### config.mk
export PLATFORM = sky130hd
export DESIGN_NAME = pdec_upm_seq
export DESIGN_NICKNAME = d
export VERILOG_FILES = /design/src/rtl/pdec_upm_seq.sv
export SDC_FILE = /design/constraint.sdc
export NUM_CORES = 1
export LEC_CHECK = 0
export CORE_MARGIN = 1.5
export CORE_UTILIZATION = 53
export DETAILED_ROUTE_END_ITERATION = 12
export PLACE_DENSITY = 0.9
export SETUP_SLACK_MARGIN = 0.2
export SYNTH_ARGS = -nofsm -noshare
export SYNTH_HDL_FRONTEND = slang
export SYNTH_SLANG_ARGS = --single-unit
### constraint.sdc
create_clock -name clk -period 2.5 [get_ports clk]
set_input_delay 0.25 -clock clk [delete_from_list [all_inputs] [get_ports clk]]
set_output_delay 0.25 -clock clk [all_outputs]
set_load 0.05 [all_outputs]
### src/rtl/pdec_upm_seq.sv
// Node-command sequencer for the path-metric update unit and the path sorter.
// Optional watchdog enabled by defining PDEC_UPM_WDOG_EN (adds err_timeout).
module pdec_upm_seq #(
   parameter int unsigned NUM_PATH = 8,
   parameter int unsigned WID_BEAT = 4
) (
   input  logic                clk,
   input  logic                rst_n,
   input  logic                frame_start,
   input  logic                cmd_valid,
   output logic                cmd_ready,
   input  logic [2:0]          cmd_jump_type,
   input  logic [WID_BEAT-1:0] cmd_beats,
   input  logic [NUM_PATH-1:0] cmd_path_mask,
   output logic [NUM_PATH-1:0] upm_llr_st,
   output logic [NUM_PATH-1:0] upm_llr_en,
   output logic [1:0]          upm_pm_src_ind,
   input  logic                upm_done,
   output logic                srt_req,
   input  logic                srt_done,
   output logic                seq_done,
`ifdef PDEC_UPM_WDOG_EN
   output logic                seq_busy,
   output logic                err_timeout
`else
   output logic                seq_busy
`endif
);

   typedef enum logic [2:0] {
      S_IDLE, S_START, S_FEED, S_WAIT_UPM, S_SORT_REQ, S_SORT_WAIT, S_DONE
   } state_t;

   state_t              state;
   logic [2:0]          jt_q;
   logic [WID_BEAT-1:0] beats_q;
   logic [NUM_PATH-1:0] mask_q;
   logic [WID_BEAT-1:0] cnt;
   logic                upm_seen;
   logic [1:0]          src_q;
   logic [NUM_PATH-1:0] llr_st_q;
   logic [NUM_PATH-1:0] llr_en_q;
   logic                srt_req_q;
   logic                seq_done_q;
   logic                jt_info;
`ifdef PDEC_UPM_WDOG_EN
   logic [7:0]          wd_cnt;
   logic                err_q;
`endif

   assign jt_info        = (jt_q >= 3'd2) && (jt_q <= 3'd5);
   assign cmd_ready      = (state == S_IDLE);
   assign seq_busy       = (state != S_IDLE);
   assign upm_llr_st     = llr_st_q;
   assign upm_llr_en     = llr_en_q;
   assign upm_pm_src_ind = src_q;
   assign srt_req        = srt_req_q;
   assign seq_done       = seq_done_q;
`ifdef PDEC_UPM_WDOG_EN
   assign err_timeout    = err_q;
`endif

   // Strobes are pulses: cleared every cycle unless the transition below re-arms them.
   always_ff @(posedge clk or negedge rst_n) begin
      if (!rst_n) begin
         state      <= S_IDLE;
         jt_q       <= '0;
         beats_q    <= '0;
         mask_q     <= '0;
         cnt        <= '0;
         upm_seen   <= 1'b0;
         src_q      <= '0;
         llr_st_q   <= '0;
         llr_en_q   <= '0;
         srt_req_q  <= 1'b0;
         seq_done_q <= 1'b0;
`ifdef PDEC_UPM_WDOG_EN
         wd_cnt     <= '0;
         err_q      <= 1'b0;
`endif
      end else begin
         llr_st_q   <= '0;
         llr_en_q   <= '0;
         srt_req_q  <= 1'b0;
         seq_done_q <= 1'b0;
`ifdef PDEC_UPM_WDOG_EN
         wd_cnt     <= '0;
`endif
         case (state)
            S_IDLE: begin
               if (cmd_valid) begin
                  jt_q    <= cmd_jump_type;
                  beats_q <= cmd_beats;
                  mask_q  <= cmd_path_mask;
                  if (cmd_jump_type[2:1] == 2'b11) begin
                     state      <= S_DONE;
                     seq_done_q <= 1'b1;
                  end else begin
                     state    <= S_START;
                     llr_st_q <= cmd_path_mask;
                  end
               end
            end
            S_START: begin
               state    <= S_FEED;
               llr_en_q <= mask_q;
               cnt      <= (beats_q == '0) ? '0 : beats_q - 1'b1;
               if (upm_done) upm_seen <= 1'b1;
            end
            S_FEED: begin
               if (upm_done) upm_seen <= 1'b1;
               if (cnt == '0) begin
                  state <= S_WAIT_UPM;
               end else begin
                  cnt      <= cnt - 1'b1;
                  llr_en_q <= mask_q;
               end
            end
            S_WAIT_UPM: begin
               if (upm_seen || upm_done) begin
                  if (jt_info) begin
                     state     <= S_SORT_REQ;
                     srt_req_q <= 1'b1;
                  end else begin
                     state      <= S_DONE;
                     seq_done_q <= 1'b1;
                  end
`ifdef PDEC_UPM_WDOG_EN
               end else if (wd_cnt == 8'd254) begin
                  err_q      <= 1'b1;
                  state      <= S_DONE;
                  seq_done_q <= 1'b1;
               end else begin
                  wd_cnt <= wd_cnt + 8'd1;
`endif
               end
            end
            S_SORT_REQ: begin
               if (srt_done) begin
                  state      <= S_DONE;
                  seq_done_q <= 1'b1;
               end else begin
                  state <= S_SORT_WAIT;
               end
            end
            S_SORT_WAIT: begin
               if (srt_done) begin
                  state      <= S_DONE;
                  seq_done_q <= 1'b1;
`ifdef PDEC_UPM_WDOG_EN
               end else if (wd_cnt == 8'd254) begin
                  err_q      <= 1'b1;
                  state      <= S_DONE;
                  seq_done_q <= 1'b1;
               end else begin
                  wd_cnt <= wd_cnt + 8'd1;
`endif
               end
            end
            S_DONE: begin
               state    <= S_IDLE;
               upm_seen <= 1'b0;
               if (jt_q[2:1] != 2'b11) src_q <= jt_info ? 2'd2 : 2'd1;
            end
            default: state <= S_IDLE;
         endcase
         // Placed last so a coinciding DONE update loses to frame_start.
         if (frame_start) begin
            src_q <= '0;
`ifdef PDEC_UPM_WDOG_EN
            err_q <= 1'b0;
`endif
         end
      end
   end

endmodule

==> results.txt, run 1 <==
The count of warnings emitted by yosys came out at 0. The initial detailed-routing violation count is 48. Yosys attributes the largest share of cell area to sky130_fd_sc_hd__dfrtp_1 (56%), sky130_fd_sc_hd__mux2_4 (8.7%), sky130_fd_sc_hd__and3_1 (3.0%).

The TritonCTS clock tree is done. The power per standard cell area came out at 1319 mW/mm². The synthesized area divided by synthesized cell count is 12.06 µm². Detailed routing inserted a total of 1,337 vias. The register bit count reported by yosys came out at 42. The via density per instance came out at 5.457.

The leakage dissipation is 1.079 nW. The number of fill cells in the layout is 258. The relative max-transition margin came out at 42.05%. The data required time of the critical path came out at 2.25 ns. The area added between synthesis and finish is 24.98%. The maximum number of pins on one net before global-route repair is 43. The top cell type's share of synthesized area is 55.52%. sky130_fd_sc_hd__dfrtp_1 takes more of the synthesized area than any other cell. The final layout contains routed wiring with a total length of 3740 µm. In this run, synthesis inferred 0 flip-flops with an integrated enable. The starting utilization of the core area is 55.85%. The area of the core region is 0.003390 mm². The residual antenna-violating net count after detailed routing came out at 0. Once the clock tree was built, the setup fixing pass inserted 0 buffers. Among all flip-flop cells after synthesis, the most frequent one is sky130_fd_sc_hd__dfrtp_1. The total of max-cap violations came out at 0. The transition at the pin with the smallest max-transition slack is 0.8692 ns. In the final design database the tool counted 221 nets. The number of hold buffers added after CTS was 0. The post-synthesis async set-or-reset flop share came out at 100.0%. STA classifies the critical path endpoint as an output pin. The flow ran to the end, but the final reports show violations. The clock slew seen by the registers of the worst setup and hold paths came out at 0.13 ns. The worst-case hold slack came out at -0.0002212 ns.

The floorplan step set the die height to 62.77 µm. The via count of the first global-routing pass came out at 1,399. The proportion of layout cells with a drive suffix above 1 came out at 13.57%. The clock tree skew after final layout came out at 0.01157 ns.

The final hold violation count came to 1. The post-synthesis instance area is 0.001893 mm². The floorplan step defined a die boundary enclosing 0.003939 mm². The count of pins over their slew limit is 0. Setup repair after global routing left no endpoint under its margin. The later-pin clock latency in the skew report is 0.35 ns. The worst endpoint data arrival time is 1.80 ns. The total non-filler cell area in the finished layout is 0.002366 mm².

The final global-route overflow total is 0. For this run, design rule violations remaining after detail routing come to 0. Derived from the worst setup path, the maximum achievable clock frequency is 486.6 MHz. The total of buffers placed on input and output ports is 41. The number of antenna violations at the first check in global routing is 0.

The maximum clock insertion buffer count is 2. The clock period could shrink to 2.055 ns. The final worst-path cycle share came out at 82.20%. The TritonCTS sink count came out at 42. The final HPWL from detailed placement is 2607 µm. The cell sitting at the root of the clock tree is a sky130_fd_sc_hd__clkbuf_4. The post-place setup slack is 0.5755 ns.

The start-to-end type of the worst setup path is flip-flop to output pin. For the final routed database, the setup TNS stands at 0 ns. The number of setup violations in the final report came out at 0. The wire length of the first global-routing pass came out at 6458 µm. In this run the count of I/O pins placed on the die edge is 43. The final reports fail on hold timing.

The part of the Yosys area used for sequential elements is 55.52%. For this run, the detailed router's first-pass iteration total came to 4. The number of antenna diodes is 0. STA classifies the critical path startpoint as a flip-flop.

The maximum fanout along the worst path came out at 14. The number of cell rows came out at 21. The total global-route track usage is 21.63%. The average routed wire per standard cell came out at 15.27 µm. VDD sags by at most 657.7 µV.

The maximum level of the CTS H-tree came out at 2. The count of unique library cells instantiated by Yosys came out at 37. The synthesized instance count is 157.

Counting every net in the synthesized netlist gives 180. The routability-driven placement congestion ratio came out at 0.8816. In this run, CTS created clock tree buffers numbering 5.

The classification of the worst-slack hold path is input port to asynchronous set/reset pin. The instance area at placement is 0.002301 mm². The die span in x came out at 62.77 µm. In the post-route analysis, the smallest setup slack over all paths is 0.4451 ns.
[area by class of cell]
class	instances	area [µm²]	area share, %
timing repair buffer	42	414.1	17.50
multi-input combinational	99	749.5	31.68
tap	46	57.56	2.433
sequential	42	1051	44.42
inverter	8	30.03	1.269
clock inverter	2	12.51	0.5288
clock buffer	6	51.30	2.168
[through the flow]
step | total power (W) | util, % | instances
final | 0.003121 | 69.80 | 245
after global placement | 0.002679 | 67.88 | 237
after CTS | 0.003123 | 69.73 | 245
after floorplan | 0.002350 | - | 157
after detailed placement | 0.002775 | 67.88 | 237
after global routing | 0.003303 | 69.80 | 245
[path summary, 6_finish.rpt]
kind	cells after the start	to	slack (ns)	from
min reg2reg	1	upm_llr_en[5]	0.50	mask_q[5]
min	1	upm_llr_st[0]	-0.0002	rst_n
min in group clk	2	upm_pm_src_ind[1]	0.45	frame_start
max	4	cmd_ready	0.45	state[1]
max in group asynchronous	1	mask_q[7]	1.95	rst_n
max reg2reg	4	cnt[0]	0.69	state[0]
[logic make-up after synthesis]
family | share of synthesized area, %
buffers and inverters | 4.890
AND/OR/NAND/NOR | 15.07
multiplexers | 13.15
XOR/XNOR | 0.4627
AO/OA/AOI/OAI | 9.583
adder cells (fa/ha/maj) | 1.322
flip-flops | 55.52
[metal layers]
layer  up-vias  global-route usage (%)  part of all wire [%]
li1        633                       -                     -
met1       638                   25.74                    43
met2        60                   36.56                    49
met3         6                   7.207                   6.1
met4         0                   8.056                   1.6
met5         -                       0                     0
[worst max-delay path, stage by stage (launching register included)]
cell,delay (ns)
sky130_fd_sc_hd__dfrtp_1,0.53
sky130_fd_sc_hd__nor2_1,0.24
sky130_fd_sc_hd__nand2_1,0.10
sky130_fd_sc_hd__inv_1,0.05
sky130_fd_sc_hd__dlygate4sd2_1,0.52
[power by group]
group	total [W]	internal, W	switching, W
logic	0.00157	0.000682	0.000892
registers	0.00119	0.000953	0.000236
clock network	0.000358	0.000135	0.000223
[cells in the mapped netlist (all sizes together) (2+ instances only)]
cell type	instances
nor3	5
mux2i	5
and2b	2
and2	8
o21bai	2
dfrtp	42
and3	9
nand2b	2
a21oi	3
o31ai	2
mux2	14
nand2	7
or4b	2
nor2	6
o21ai	11
inv	8
nor3b	2
a31oi	2
ha	2
buf	7
nand3	4
o211ai	2
[state kept, by name, summed over array words and instances (netlist names)]
name	flops
mask_q	8
upm_llr_en	8
upm_llr_st	8
beats_q	4
cnt	4
state	3
jt_q	2
upm_pm_src_ind	2
seq_done	1
srt_req	1
upm_seen	1
[what timing repair did]
item                                    4_1_cts  5_1_grt
gates cloned                                  0        0
resized for setup                             1        1
hold endpoints to repair                      0        0
endpoints found under the setup margin        1        1
[cells in the final DEF (no fill, tap or decap), drive strengths merged, types with 3 or more instances in the layout]
cell            n
nor3            5
nor2            6
dfrtp          42
mux2           14
o21ai          11
nand2           7
and3            9
a21oi           3
nand3           4
and2            8
mux2i           5
inv             8
clkbuf          6
clkdlybuf4s50  38
Power figures use the tool's default switching activity.
==> inputs of run 2 (changes only) <==
--- a/config.mk
+++ b/config.mk
@@ -6,9 +6,9 @@
 export NUM_CORES = 1
 export LEC_CHECK = 0
 export CORE_MARGIN = 1.5
-export CORE_UTILIZATION = 53
+export CORE_UTILIZATION = 45
 export DETAILED_ROUTE_END_ITERATION = 12
-export PLACE_DENSITY = 0.9
+export PLACE_DENSITY = 0.82
 export SETUP_SLACK_MARGIN = 0.2
 export SYNTH_ARGS = -nofsm -noshare
 export SYNTH_HDL_FRONTEND = slang
==> constraint.sdc (replaced) <==
create_clock -name clk -period 1.7 [get_ports clk]
set_input_delay 0.17 -clock clk [delete_from_list [all_inputs] [get_ports clk]]
set_output_delay 0.17 -clock clk [all_outputs]
set_load 0.05 [all_outputs]
==> run 2 against run 1 <==
Global-route usage down 4.5 points. Clock skew rose by 0.0027 ns. The flow now finishes without violations. Cell count up 8.2%. Clock-buffer cell count is 1 lower. Cell area grew 9.9%. Critical path depth is 2 higher. Sequential cell count did not move. Sequential share of layout area down 3.9 points. Largest power group unchanged.
==> results.txt, run 2 (synthesis gave the netlist of run 1 again) <==
The leakage dissipation is 1.265 nW. The classification of the worst-slack hold path is input port to flip-flop. The H-tree generated during clock tree synthesis spans 2 levels.

The critical path goes through inv_2, ha_4, or4b_1, nand3_1, o21ai_1, mux2i_1. The number of iterations in the first detailed-routing pass is 4. The number of cell rows came out at 23. The TritonCTS sink count came out at 42. The final hold violation count came out at 0. The total of max-cap violations is 0. The peak supply drop came out at 1050 µV. In the layout the commonest cells are sky130_fd_sc_hd__dfrtp_1 (40), sky130_fd_sc_hd__dlygate4sd2_1 (20), sky130_fd_sc_hd__clkdlybuf4s50_1 (18), sky130_fd_sc_hd__buf_4 (13), sky130_fd_sc_hd__mux2_4 (11). The number of antenna diodes came out at 0. The worst register-to-register path ends at state[0]. The library cell used most frequently in the layout, excluding fill and tap cells, is sky130_fd_sc_hd__dfrtp_1.

The slowest cell on the critical path is sky130_fd_sc_hd__or4b_1. The analysis attributes to net switching a power of 0.002128 W. The area added between synthesis and finish came out at 37.41%. Combinational logic is responsible for 53.4% of the overall power. The starting utilization of the core area is 46.99%. The sink of the worst hold path is upm_pm_src_ind[1]. In this run the worst setup path begins at cnt[0]. The worst path meets setup with 0.2335 ns of slack. The final global-route overflow total is 0. The via count of the first global-routing pass came out at 1,336. The flow ran to the end, and the final reports show no timing, DRC or antenna violations.

The switching part of the total is 42.01%. The number of placed instances, taps included, is 247. The worst endpoint data arrival time came out at 1.64 ns. In this run the tightest slew margin relative to its limit is 62.48%.

From left edge to right edge, the die measures 67.86 µm. The number of fill cells in the layout came out at 304. The maximum number of pins on one net before global-route repair came out at 43. The residual antenna-violating net count after detailed routing came out at 0. For the pin with the worst max-slew slack, the measured transition is 0.5650 ns. Using the TritonRoute via totals, the vias-per-cell ratio works out to 5.358. The count of pins over their slew limit is 0. The core region is 0.004029 mm². For this run, the number of standard cells in the final layout without fillers is 265. The y dimension of the die is 67.86 µm. The initial detailed-routing violation count is 67. The number of antenna violations at the first check in global routing is 0.

The later-pin clock latency in the skew report is 0.30 ns. The count of buffers added on input and output ports is 41. The clock slew seen by the registers of the worst setup and hold paths came out at 0.09 ns. Of the cells placed in the final design, the portion with a size suffix greater than 1 is 24.65%.

The share of power burned in registers is 33.5%. The total number of vias is 1,420. The data required time of the critical path came out at 1.87 ns. Setup repair after global routing could not meet its margin everywhere. The area occupied by multi-input gates came out at 784.5 µm². TritonCTS built the clock tree. Clock tree synthesis selected as its root buffer the cell sky130_fd_sc_hd__clkbuf_8.

The first global-routing pass estimated 5968 µm of wire. The worst reg-to-reg setup slack is 0.23 ns. The internal power is 0.002937 W. The setup TNS after final layout came out at 0 ns.

The fraction of met3 tracks used by global routing came out at 4.112%. The maximum clock insertion buffer count came out at 2. By startpoint and endpoint, the worst setup path is classified as flip-flop to flip-flop. The routability-driven placement congestion ratio is 0.7713.

The largest single stage delay on the critical path is 0.44 ns. The area enclosed by the die boundary came out at 0.004605 mm². 43 I/O pins were placed. The number of clock buffers inserted by TritonCTS came out at 5. The startpoint of the tightest hold check path is frame_start. The clock tree skew after final layout is 0.01432 ns. The part of the total power dissipated in the clock network is 13.1%. The startpoint identified for the worst register-to-register timing path is cnt[0]. The maximum fanout along the worst path is 4. The total global-route track usage is 17.16%. The startpoint kind of the worst setup timing path is a flip-flop. The met2 track demand over resource in global routing came out at 29.66%.

Measured in cells, the most critical reg-to-reg path has a length of 6. Setup violations remaining at the end of the flow were counted as 0. The maximum clock rate came out at 681.9 MHz. The worst setup path is captured at a flip-flop. The average routed wire per standard cell is 15.22 µm. At the placement stage, the worst setup path has a slack of 0.1090 ns.

The time the final worst path needs with I/O delays and setup is 1.466 ns. The DRC violation count after routing is 0. The hold-critical path depth came out at 2.

Summed over all layers, the routed wires come to 4032 µm. After global routing, the most crowded layer is met2. Detailed placement finished with a half-perimeter wire length of 2530 µm. The power per standard cell area came out at 1947 mW/mm². For this run, the share of the core covered by cells in the final layout is 64.57%. At the end of the flow, the number of nets in the layout was 237. The final worst-path cycle share came out at 86.26%.

The global-route track usage on met1 is 21.83%. The sequential cell area is 0.001054 mm².
==> run 2: cell count changes in the layout (fill, tap and decap cells not counted), moves of 3 or more <==
cell / change
sky130_fd_sc_hd__clkbuf_8: +4
sky130_fd_sc_hd__buf_4: +12
sky130_fd_sc_hd__clkbuf_4: -5
sky130_fd_sc_hd__buf_12: +3
sky130_fd_sc_hd__dlygate4sd2_1: +19
sky130_fd_sc_hd__clkdlybuf4s50_1: -20
==> run 2: layout make-up <==
cell class                 instances  area share (%)
multi-input combinational         99           30.16
clock buffer                       5           2.646
clock inverter                     3          0.9139
timing repair buffer              58           22.22
inverter                           8           1.154
tap                               50           2.405
sequential                        42           40.50
==> run 2: what timing repair did <==
action | 4_1_cts | 5_1_grt
pin swaps | 2 | 0
setup buffers | 3 | 4
hold endpoints to repair | 42 | 0
setup endpoints to repair | 45 | 26
cloned | 0 | 2
hold buffers | 1 | 0
resized for setup | 25 | 8
==> run 2: power by group through the flow <==
stage / logic [W] / registers (W) / clock network, W
global route: 0.00291 / 0.00175 / 0.000719
global placement: 0.00245 / 0.00169 / 0
finish: 0.00270 / 0.00170 / 0.000665
floorplan: 0.00132 / 0.00214 / 0
detailed placement: 0.00249 / 0.00170 / 0
CTS: 0.00251 / 0.00168 / 0.000676
==> run 2: critical path: cells and delay by family, from the launching register on <==
family / cells / cell delay [ns]
and+or+nand+nor: 2 / 0.53
DFF: 1 / 0.40
adders and majority gates: 1 / 0.14
buffers and inverters: 1 / 0.09
AOI/OAI and AO/OA: 1 / 0.07
muxes: 1 / 0.12
==> run 2: metrics by stage <==
stage,instance area (µm²),power [W],hold slack [ns]
after floorplan,1893,0.003456,-0.1256
after global placement,2384,0.004137,0.2598
after detailed placement,2384,0.004188,0.2667
after CTS,2500,0.004867,0.4323
after global routing,2601,0.005382,0.4379
final,2601,0.005064,0.4297
==> run 2: worst max-delay path by stage <==
stage,to
after floorplan,cmd_ready
after global placement,beats_q[1]
after detailed placement,beats_q[0]
after CTS,state[0]
after global routing,state[0]
final,state[0]
==> run 2: layer usage <==
layer | up-vias | share of wire (%)
met3 | 4 | 4.2
met4 | 0 | 1.8
met5 | - | 0
met2 | 39 | 49
li1 | 670 | -
met1 | 707 | 45
==> inputs of run 3 (changes only) <==
--- a/config.mk
+++ b/config.mk
@@ -7,7 +7,9 @@
 export LEC_CHECK = 0
 export CORE_MARGIN = 1.5
 export CORE_UTILIZATION = 45
+export CTS_CLUSTER_DIAMETER = 30
 export DETAILED_ROUTE_END_ITERATION = 12
+export HOLD_SLACK_MARGIN = 0.1
 export PLACE_DENSITY = 0.82
 export SETUP_SLACK_MARGIN = 0.2
 export SYNTH_ARGS = -nofsm -noshare
==> results of run 3 <==
Same layout as run 2: the final DEF is identical, and so are final timing and power.
